===== src/rtl/mem_access_unit.sv =====
// mem_access_unit: single-outstanding load/store initiator for a word memory.
// Accepts one request in IDLE, strobes the memory for one cycle, waits out the
// memory read latency, then holds a response until the consumer takes it.
// Out-of-range addresses go straight to an error response without a strobe.
// MEM_DEPTH is expected to be <= 2**ADDR_W; equality disables the range error.
module mem_access_unit #(
    parameter int ADDR_W     = 16,
    parameter int DATA_W     = 16,
    parameter int MEM_DEPTH  = 1024,
    parameter int RD_LATENCY = 1
) (
    input  logic              CLK,
    input  logic              reset,
    input  logic              req_valid,
    output logic              req_ready,
    input  logic              req_write,
    input  logic [ADDR_W-1:0] req_addr,
    input  logic [DATA_W-1:0] req_wdata,
    output logic              resp_valid,
    input  logic              resp_ready,
    output logic [DATA_W-1:0] resp_rdata,
    output logic              resp_err,
    output logic              mem_read,
    output logic              mem_write,
    output logic [ADDR_W-1:0] mem_addr,
    output logic [DATA_W-1:0] mem_wdata,
    input  logic [DATA_W-1:0] mem_rdata
);

    localparam logic [1:0] IDLE  = 2'd0;
    localparam logic [1:0] ISSUE = 2'd1;
    localparam logic [1:0] WAIT  = 2'd2;
    localparam logic [1:0] RESP  = 2'd3;

    localparam int CNT_W = $clog2(RD_LATENCY + 1);
    // One extra bit so MEM_DEPTH == 2**ADDR_W is representable and never trips.
    localparam logic [ADDR_W:0] DEPTH_L = (ADDR_W + 1)'(MEM_DEPTH);

    logic [1:0]        state_q, state_d;
    logic [ADDR_W-1:0] addr_q, addr_d;
    logic [DATA_W-1:0] wdata_q, wdata_d;
    logic [DATA_W-1:0] rdata_q, rdata_d;
    logic              write_q, write_d;
    logic              err_q, err_d;
    logic [CNT_W-1:0]  cnt_q, cnt_d;
    logic              mem_read_q, mem_read_d;
    logic              mem_write_q, mem_write_d;
    logic              in_range;

    assign in_range = {1'b0, req_addr} < DEPTH_L;

    // Next-state and datapath update; strobes are registered so they appear
    // only during the ISSUE cycle.
    always_comb begin
        state_d     = state_q;
        addr_d      = addr_q;
        wdata_d     = wdata_q;
        rdata_d     = rdata_q;
        write_d     = write_q;
        err_d       = err_q;
        cnt_d       = cnt_q;
        mem_read_d  = 1'b0;
        mem_write_d = 1'b0;
        case (state_q)
            IDLE: begin
                if (req_valid) begin
                    addr_d  = req_addr;
                    wdata_d = req_wdata;
                    write_d = req_write;
                    rdata_d = '0;
                    err_d   = ~in_range;
                    if (in_range) begin
                        state_d     = ISSUE;
                        mem_write_d = req_write;
                        mem_read_d  = ~req_write;
                    end else begin
                        state_d = RESP;
                    end
                end
            end
            ISSUE: begin
                cnt_d   = CNT_W'(RD_LATENCY);
                state_d = write_q ? RESP : WAIT;
            end
            WAIT: begin
                cnt_d = cnt_q - CNT_W'(1);
                // Last wait cycle: memory data is valid now, earlier values are stale.
                if (cnt_q == CNT_W'(1)) begin
                    rdata_d = mem_rdata;
                    state_d = RESP;
                end
            end
            RESP: begin
                if (resp_ready) state_d = IDLE;
            end
            default: state_d = IDLE;
        endcase
    end

    // State and datapath registers; reset abandons any transaction in flight.
    always_ff @(posedge CLK or posedge reset) begin
        if (reset) begin
            state_q     <= IDLE;
            addr_q      <= '0;
            wdata_q     <= '0;
            rdata_q     <= '0;
            write_q     <= 1'b0;
            err_q       <= 1'b0;
            cnt_q       <= '0;
            mem_read_q  <= 1'b0;
            mem_write_q <= 1'b0;
        end else begin
            state_q     <= state_d;
            addr_q      <= addr_d;
            wdata_q     <= wdata_d;
            rdata_q     <= rdata_d;
            write_q     <= write_d;
            err_q       <= err_d;
            cnt_q       <= cnt_d;
            mem_read_q  <= mem_read_d;
            mem_write_q <= mem_write_d;
        end
    end

    // req_ready is masked while reset is held so every output reads 0 in reset.
    assign req_ready  = (state_q == IDLE) & ~reset;
    assign resp_valid = (state_q == RESP);
    assign resp_rdata = rdata_q;
    assign resp_err   = err_q;
    assign mem_read   = mem_read_q;
    assign mem_write  = mem_write_q;
    assign mem_addr   = addr_q;
    assign mem_wdata  = wdata_q;

endmodule


===== config.mk =====
export PLATFORM = sky130hd
export DESIGN_NAME = mem_access_unit
export DESIGN_NICKNAME = d
export VERILOG_FILES = /design/src/rtl/mem_access_unit.sv
export SDC_FILE = /design/constraint.sdc
export NUM_CORES = 1
export LEC_CHECK = 0
export BUFFER_PORTS_ARGS = -buffer_cell sky130_fd_sc_hd__buf_2
export CORE_MARGIN = 2
export CORE_UTILIZATION = 41
export DETAILED_ROUTE_END_ITERATION = 8
export PLACE_DENSITY = 0.75
export SYNTH_ARGS = -nofsm -noshare
export SYNTH_HDL_FRONTEND = slang
export SYNTH_SLANG_ARGS = --single-unit

===== constraint.sdc =====
create_clock -name CLK -period 1.7 [get_ports CLK]
set_clock_uncertainty 0.15 [all_clocks]
set_input_delay 0.085 -clock CLK [delete_from_list [all_inputs] [get_ports CLK]]
set_output_delay 0.085 -clock CLK [all_outputs]
set_load 0.01 [all_outputs]

# == Word level (Yosys, flattened, before mapping) ==
# Index checks and enable logic that the tools add are counted.
# word_totals
register_bits,55
in_bits,53
# classes
n_addsub,1
n_lt_le_gt_ge,1
n_eq_ne,6
muxes,16
n_bitwise,4
reduce_logical,6
# ops
operator,n
$mux 16,2
$pmux 16 s2,1
$lt 16x11->1 const B,1
$mux 2,4
$pmux 2 s4,1
$mux 1,7
$reduce_and 3->1,2
$eq 2x2->1 const B,2
$ne 2x2->1 const B,2
$reduce_bool 2->1,2
$not 1->1,3
$eq 2x1->1 const B,1
$logic_not 2->1,1
$ne 2x1->1 const B,1
$pmux 1 s2,1
$reduce_and 2->1,1
$and 1x1->1,1
$sub 1x1->1 const B,1

# == Logic depth before layout (Yosys ltp) ==
# depth
depth_word,4
mapped_depth,7
ltp_nobuf,5

# == Worst setup path after synthesis ==
# Ideal clock, no wire load.
# synth_path
path_type,reg-to-reg
start,register state_q[0]
end,register rdata_q[0] (netlist: resp_rdata[0])
arrival_ns,1.448
required_ns,1.429
path_slack_ns,-0.019
stages_incl_launch_ff,8
period_less_slack_ns,1.719
path_cell_list,dfrtp_1 inv_1 ha_1 nand2b_2 and3_4 buf_6 buf_8 a22o_1
# synth_via
elab_chain_cells,3
word_cells_on_any_way,7
# synth_lines
element,line,rtl
"start, declared",39,"logic [1:0] state_q, state_d;"
"start signal, assigned",113,state_q <= state_d;
$eq 2x2->1 / $logic_not 2->1 (equally long branches),64,case (state_q)
$ne 2x2->1 (no source line) / $reduce_bool 2->1 (equally long branches),-,
$reduce_and 3->1 (no source line),-,
"end signal, assigned",116,rdata_q <= rdata_d;
"end, declared",42,"logic [DATA_W-1:0] rdata_q, rdata_d;"
# Several ways; a longest one is shown, not always the timed one.
# A chain may end at the register's enable or synchronous reset.

# == Worst setup path after layout ==
# layout_path
start,register state_q[1]
end,register addr_q[6] (netlist: mem_addr[6])
# layout_via
elab_chain_cells,2
# layout_lines
element,line,rtl
$logic_not 2->1,64,
$reduce_and 2->1 (no source line),-,
"end signal, assigned",114,addr_q <= addr_d;
"end, declared",40,"logic [ADDR_W-1:0] addr_q, addr_d;"
# Every way passes these cells.

==> impl_table.tex <==
\begin{tabular}{lr}
\hline
Metric & Value \\
\hline
\multicolumn{2}{l}{\textbf{Power}} \\
Power Internal & 3.62 mW \\
Sequential power share & 40.1\% \\
Net Sw Power & 1.89 mW \\
Share of total power consumed by net switching & 34.4\% \\
LEAKAGE & 1.72 nW \\
Highest ir drop seen on vdd & 0.836 mV \\
Clock share of power & 13.6\% \\
Overall power after layout & 5.51 mW \\
P per Cell Area & 1600 nW/um\^{}2 \\
Combinational group share of total power & 46.3\% \\
\multicolumn{2}{l}{\textbf{Cells and area}} \\
Utilization after layout & 67.4\% \\
Antenna fix cells & 0 \\
Final layout net count & 363 \\
Layout Area Growth over Synthesis & 59.0\% \\
Commonest cells after routing, fill and taps aside & 105 x buf\_2, 55 x dfrtp\_1, 51 x dlygate4sd3\_1 \\
Final standard cell area without fillers & 3440 sq um \\
Most frequent standard cell in the layout excluding fill and tap cells & buf\_2 \\
Proportion of layout cells with a drive suffix above 1 & 52.9\% \\
Layout fillers & 370 \\
\multicolumn{2}{l}{\textbf{Critical path}} \\
CP endpoint kind & flop \\
CP max-delay cell & dfrtp\_1 \\
Cells along the critical path & inv\_2 > ha\_4 > nand2\_2 > clkbuf\_16 > mux2\_2 \\
Arrival time of data at the critical path endpoint & 1.69 ns \\
Worst Path Max Fanout & 17 \\
Required @ worst endpoint & 1.74 ns \\
Worst path bufs/invs & 2 \\
Kind of critical path & reg2reg \\
Crit path launch type & flop \\
Kind of cell with the highest combined delay on the critical path & flip-flops \\
CP peak stage delay & 0.45 ns \\
\multicolumn{2}{l}{\textbf{Logic synthesis}} \\
Syn avg cell area & 15.3 sq um \\
Register bit count reported by yosys & 55 \\
Sequential area share after synthesis & 63.5\% \\
Netlist Area Pre-Place & 2170 sq um \\
Synthesized instance count & 142 \\
Synth area leaders & dfrtp\_1 64\%, mux2\_2 18\%, a22o\_1 6.5\% \\
Count of distinct cell types in the synthesized netlist & 24 \\
Post-Syn Nets & 200 \\
Share of the synthesized area in the top cell type & 63.5\% \\
Largest area contributor in the netlist & dfrtp\_1 \\
Warnings from Yosys & 0 \\
\multicolumn{2}{l}{\textbf{Timing}} \\
Final count of hold timing violations & 0 \\
Share of the clock period used by the worst path after layout & 97.1\% \\
Summed negative setup slack over all endpoints & 0 ns \\
Fin. max-slew vios & 0 \\
Maximum operating frequency & 0.606 GHz \\
Number of failing setup endpoints in the final timing report & 0 \\
Actual transition at the worst max-transition pin & 0.399 ns \\
Remaining max-slew budget at the tightest pin & 73.4\% \\
Clock period minus final worst setup slack & 1.65 ns \\
\multicolumn{2}{l}{\textbf{Drt}} \\
Detailed router's first-iteration violation count & 97 \\
Wire length reported by the detailed router & 5.63 mm \\
Router iterations before antenna repair & 4 \\
Residual DRC & 0 \\
Number of nets with antenna violations after routing & 0 \\
Number of vias per cell & 4.84 \\
DR WL/cell & 15.0 um \\
Routed vias & 1,820 \\
\multicolumn{2}{l}{\textbf{Clock network}} \\
Number of buffers created by CTS & 5 \\
Cell at the root of the clock tree & clkbuf\_8 \\
Worst-Skew Late Latency & 0.30 ns \\
Clock Sinks & 55 \\
Clock input transition at the sequential cells of the worst setup and hold paths & 0.10 ns \\
Maximum level of the CTS H-tree & 2 \\
Clock tree from TritonCTS & yes \\
Buffers from clock root to sink, at most & 2 \\
\multicolumn{2}{l}{\textbf{Global routing}} \\
Total global routing overflow & 0 \\
Wire length of the first global-routing pass & 9.21 mm \\
Pin count of the biggest net entering global routing & 36 \\
Total routing usage reported by global routing & 19.6\% \\
Via count of the first global-routing pass & 1,925 \\
Antenna violations before repair & 0 \\
\multicolumn{2}{l}{\textbf{Floorplanning}} \\
Placeable core region & 5110 sq um \\
Overall die width & 76.7 um \\
Io pins & 106 \\
Vertical die dimension & 76.7 um \\
Initial Utilization & 42.4\% \\
Number of placement rows & 26 \\
Die area & 5880 sq um \\
\multicolumn{2}{l}{\textbf{Status}} \\
Status & complete, no violations \\
\multicolumn{2}{l}{\textbf{Min path}} \\
Kind of path behind the tightest hold check & in2reg \\
\multicolumn{2}{l}{\textbf{Placement}} \\
Placer's final routability congestion estimate & 0.767 \\
Quantity of I/O buffers inserted on ports & 105 \\
Area post-placement & 2790 sq um \\
HPWL reported at the end of detailed placement & 3.43 mm \\
\multicolumn{2}{l}{\textbf{Job}} \\
Max-capacitance violation count & 0 \\
\hline
\end{tabular}
[through the flow]
stage	setup slack, ns	cells	hold slack (ns)
3_3_place_gp	0.0529	315	0.00256
6_report	0.0497	376	0.0655
2_1_floorplan	0.0136	142	0.00847
4_1_cts	0.00756	375	0.0695
3_5_place_dp	0.0168	315	0.00678
5_1_grt	-0.0139	376	0.104
[logic make-up after synthesis]
kind of cell | after synthesis | share of synthesized area, %
mux | 34 | 17.7
simple gates | 17 | 4.33
buf+inv | 9 | 2.66
compound gates | 22 | 8.90
flops | 55 | 63.5
fa+ha+maj | 5 | 2.89
[power by group through the flow]
stage | combinational (mW) | sequential [mW] | clock [mW]
4_1_cts | 2.50 | 2.20 | 0.783
6_report | 2.55 | 2.21 | 0.747
3_5_place_dp | 2.38 | 2.22 | 0
5_1_grt | 2.79 | 2.28 | 0.837
3_3_place_gp | 2.32 | 2.19 | 0
2_1_floorplan | 1.24 | 2.47 | 0
[synth_stat cells, drive strengths merged]
cell     instances
dfrtp           55
nand2b           3
nor3             1
o21a             1
inv              3
o211ai           1
mux2            34
o2111ai          1
nor2             3
a2bb2oi          1
nand2            4
and3             1
a211o            1
a22o            16
nor4             1
a31oi            1
nor2b            1
ha               5
buf              6
nand3            3
[tightest hold or removal path, cell delays in order]
cell and delay, ns:
buf_2 0.09, nand2b_1 0.16, o2111ai_1 0.08, a2bb2oi_1 0.07
[registers in the layout, summed over array words and instances (netlist names)]
signal and flops:
mem_addr 16, resp_rdata 16, resp_err 1, cnt_q 1
state_q 2, mem_wdata 16, write_q 1, mem_write 1
mem_read 1
[final cells by class]
| class | instances | area [sq um] | share of cell area [%] |
|---|---|---|---|
| flip-flops and latches | 55 | 1380 | 40.0 |
| repair buffers | 162 | 1120 | 32.6 |
| multi-input cells | 78 | 747 | 21.7 |
| well taps | 70 | 87.6 | 2.54 |
| clock buffers | 6 | 82.6 | 2.40 |
| clock inverters | 2 | 16.3 | 0.472 |
| inverters | 3 | 11.3 | 0.327 |
[final timing paths]
check,startpoint,end,slack (ns),cells after the start
setup / recovery,state_q[1]$_DFFE_PP0P_,mem_addr[6]$_DFFE_PP0P_,0.05,5
hold / removal,resp_ready,state_q[0]$_DFFE_PP0P_,0.07,4
max in group asynchronous,reset,state_q[0]$_DFFE_PP0P_,0.83,4
hold reg to reg,write_q$_DFFE_PP0P_,write_q$_DFFE_PP0P_,0.36,2
min in group asynchronous,reset,resp_rdata[2]$_DFFE_PP0P_,0.23,4
setup reg to reg,state_q[1]$_DFFE_PP0P_,mem_addr[6]$_DFFE_PP0P_,0.05,5
[per-layer routing]
layer / vias to the layer above / global-route usage, % / routed length, um
li1: 838 / - / -
met1: 898 / 24.2 / 2350
met2: 78 / 33.9 / 2820
met4: 0 / 4.36 / 48
met5: - / 0 / 0
met3: 6 / 6.12 / 412
[timing repair]
item / CTS / global route
setup buffers: 1 / 0
pin swaps: 0 / 0
hold endpoints to repair: 106 / 0
endpoints found under the setup margin: 2 / 51
hold buffers: 51 / 0
resized for setup: 0 / 4
cloned: 0 / 1
(Power assumes the default switching activity.)
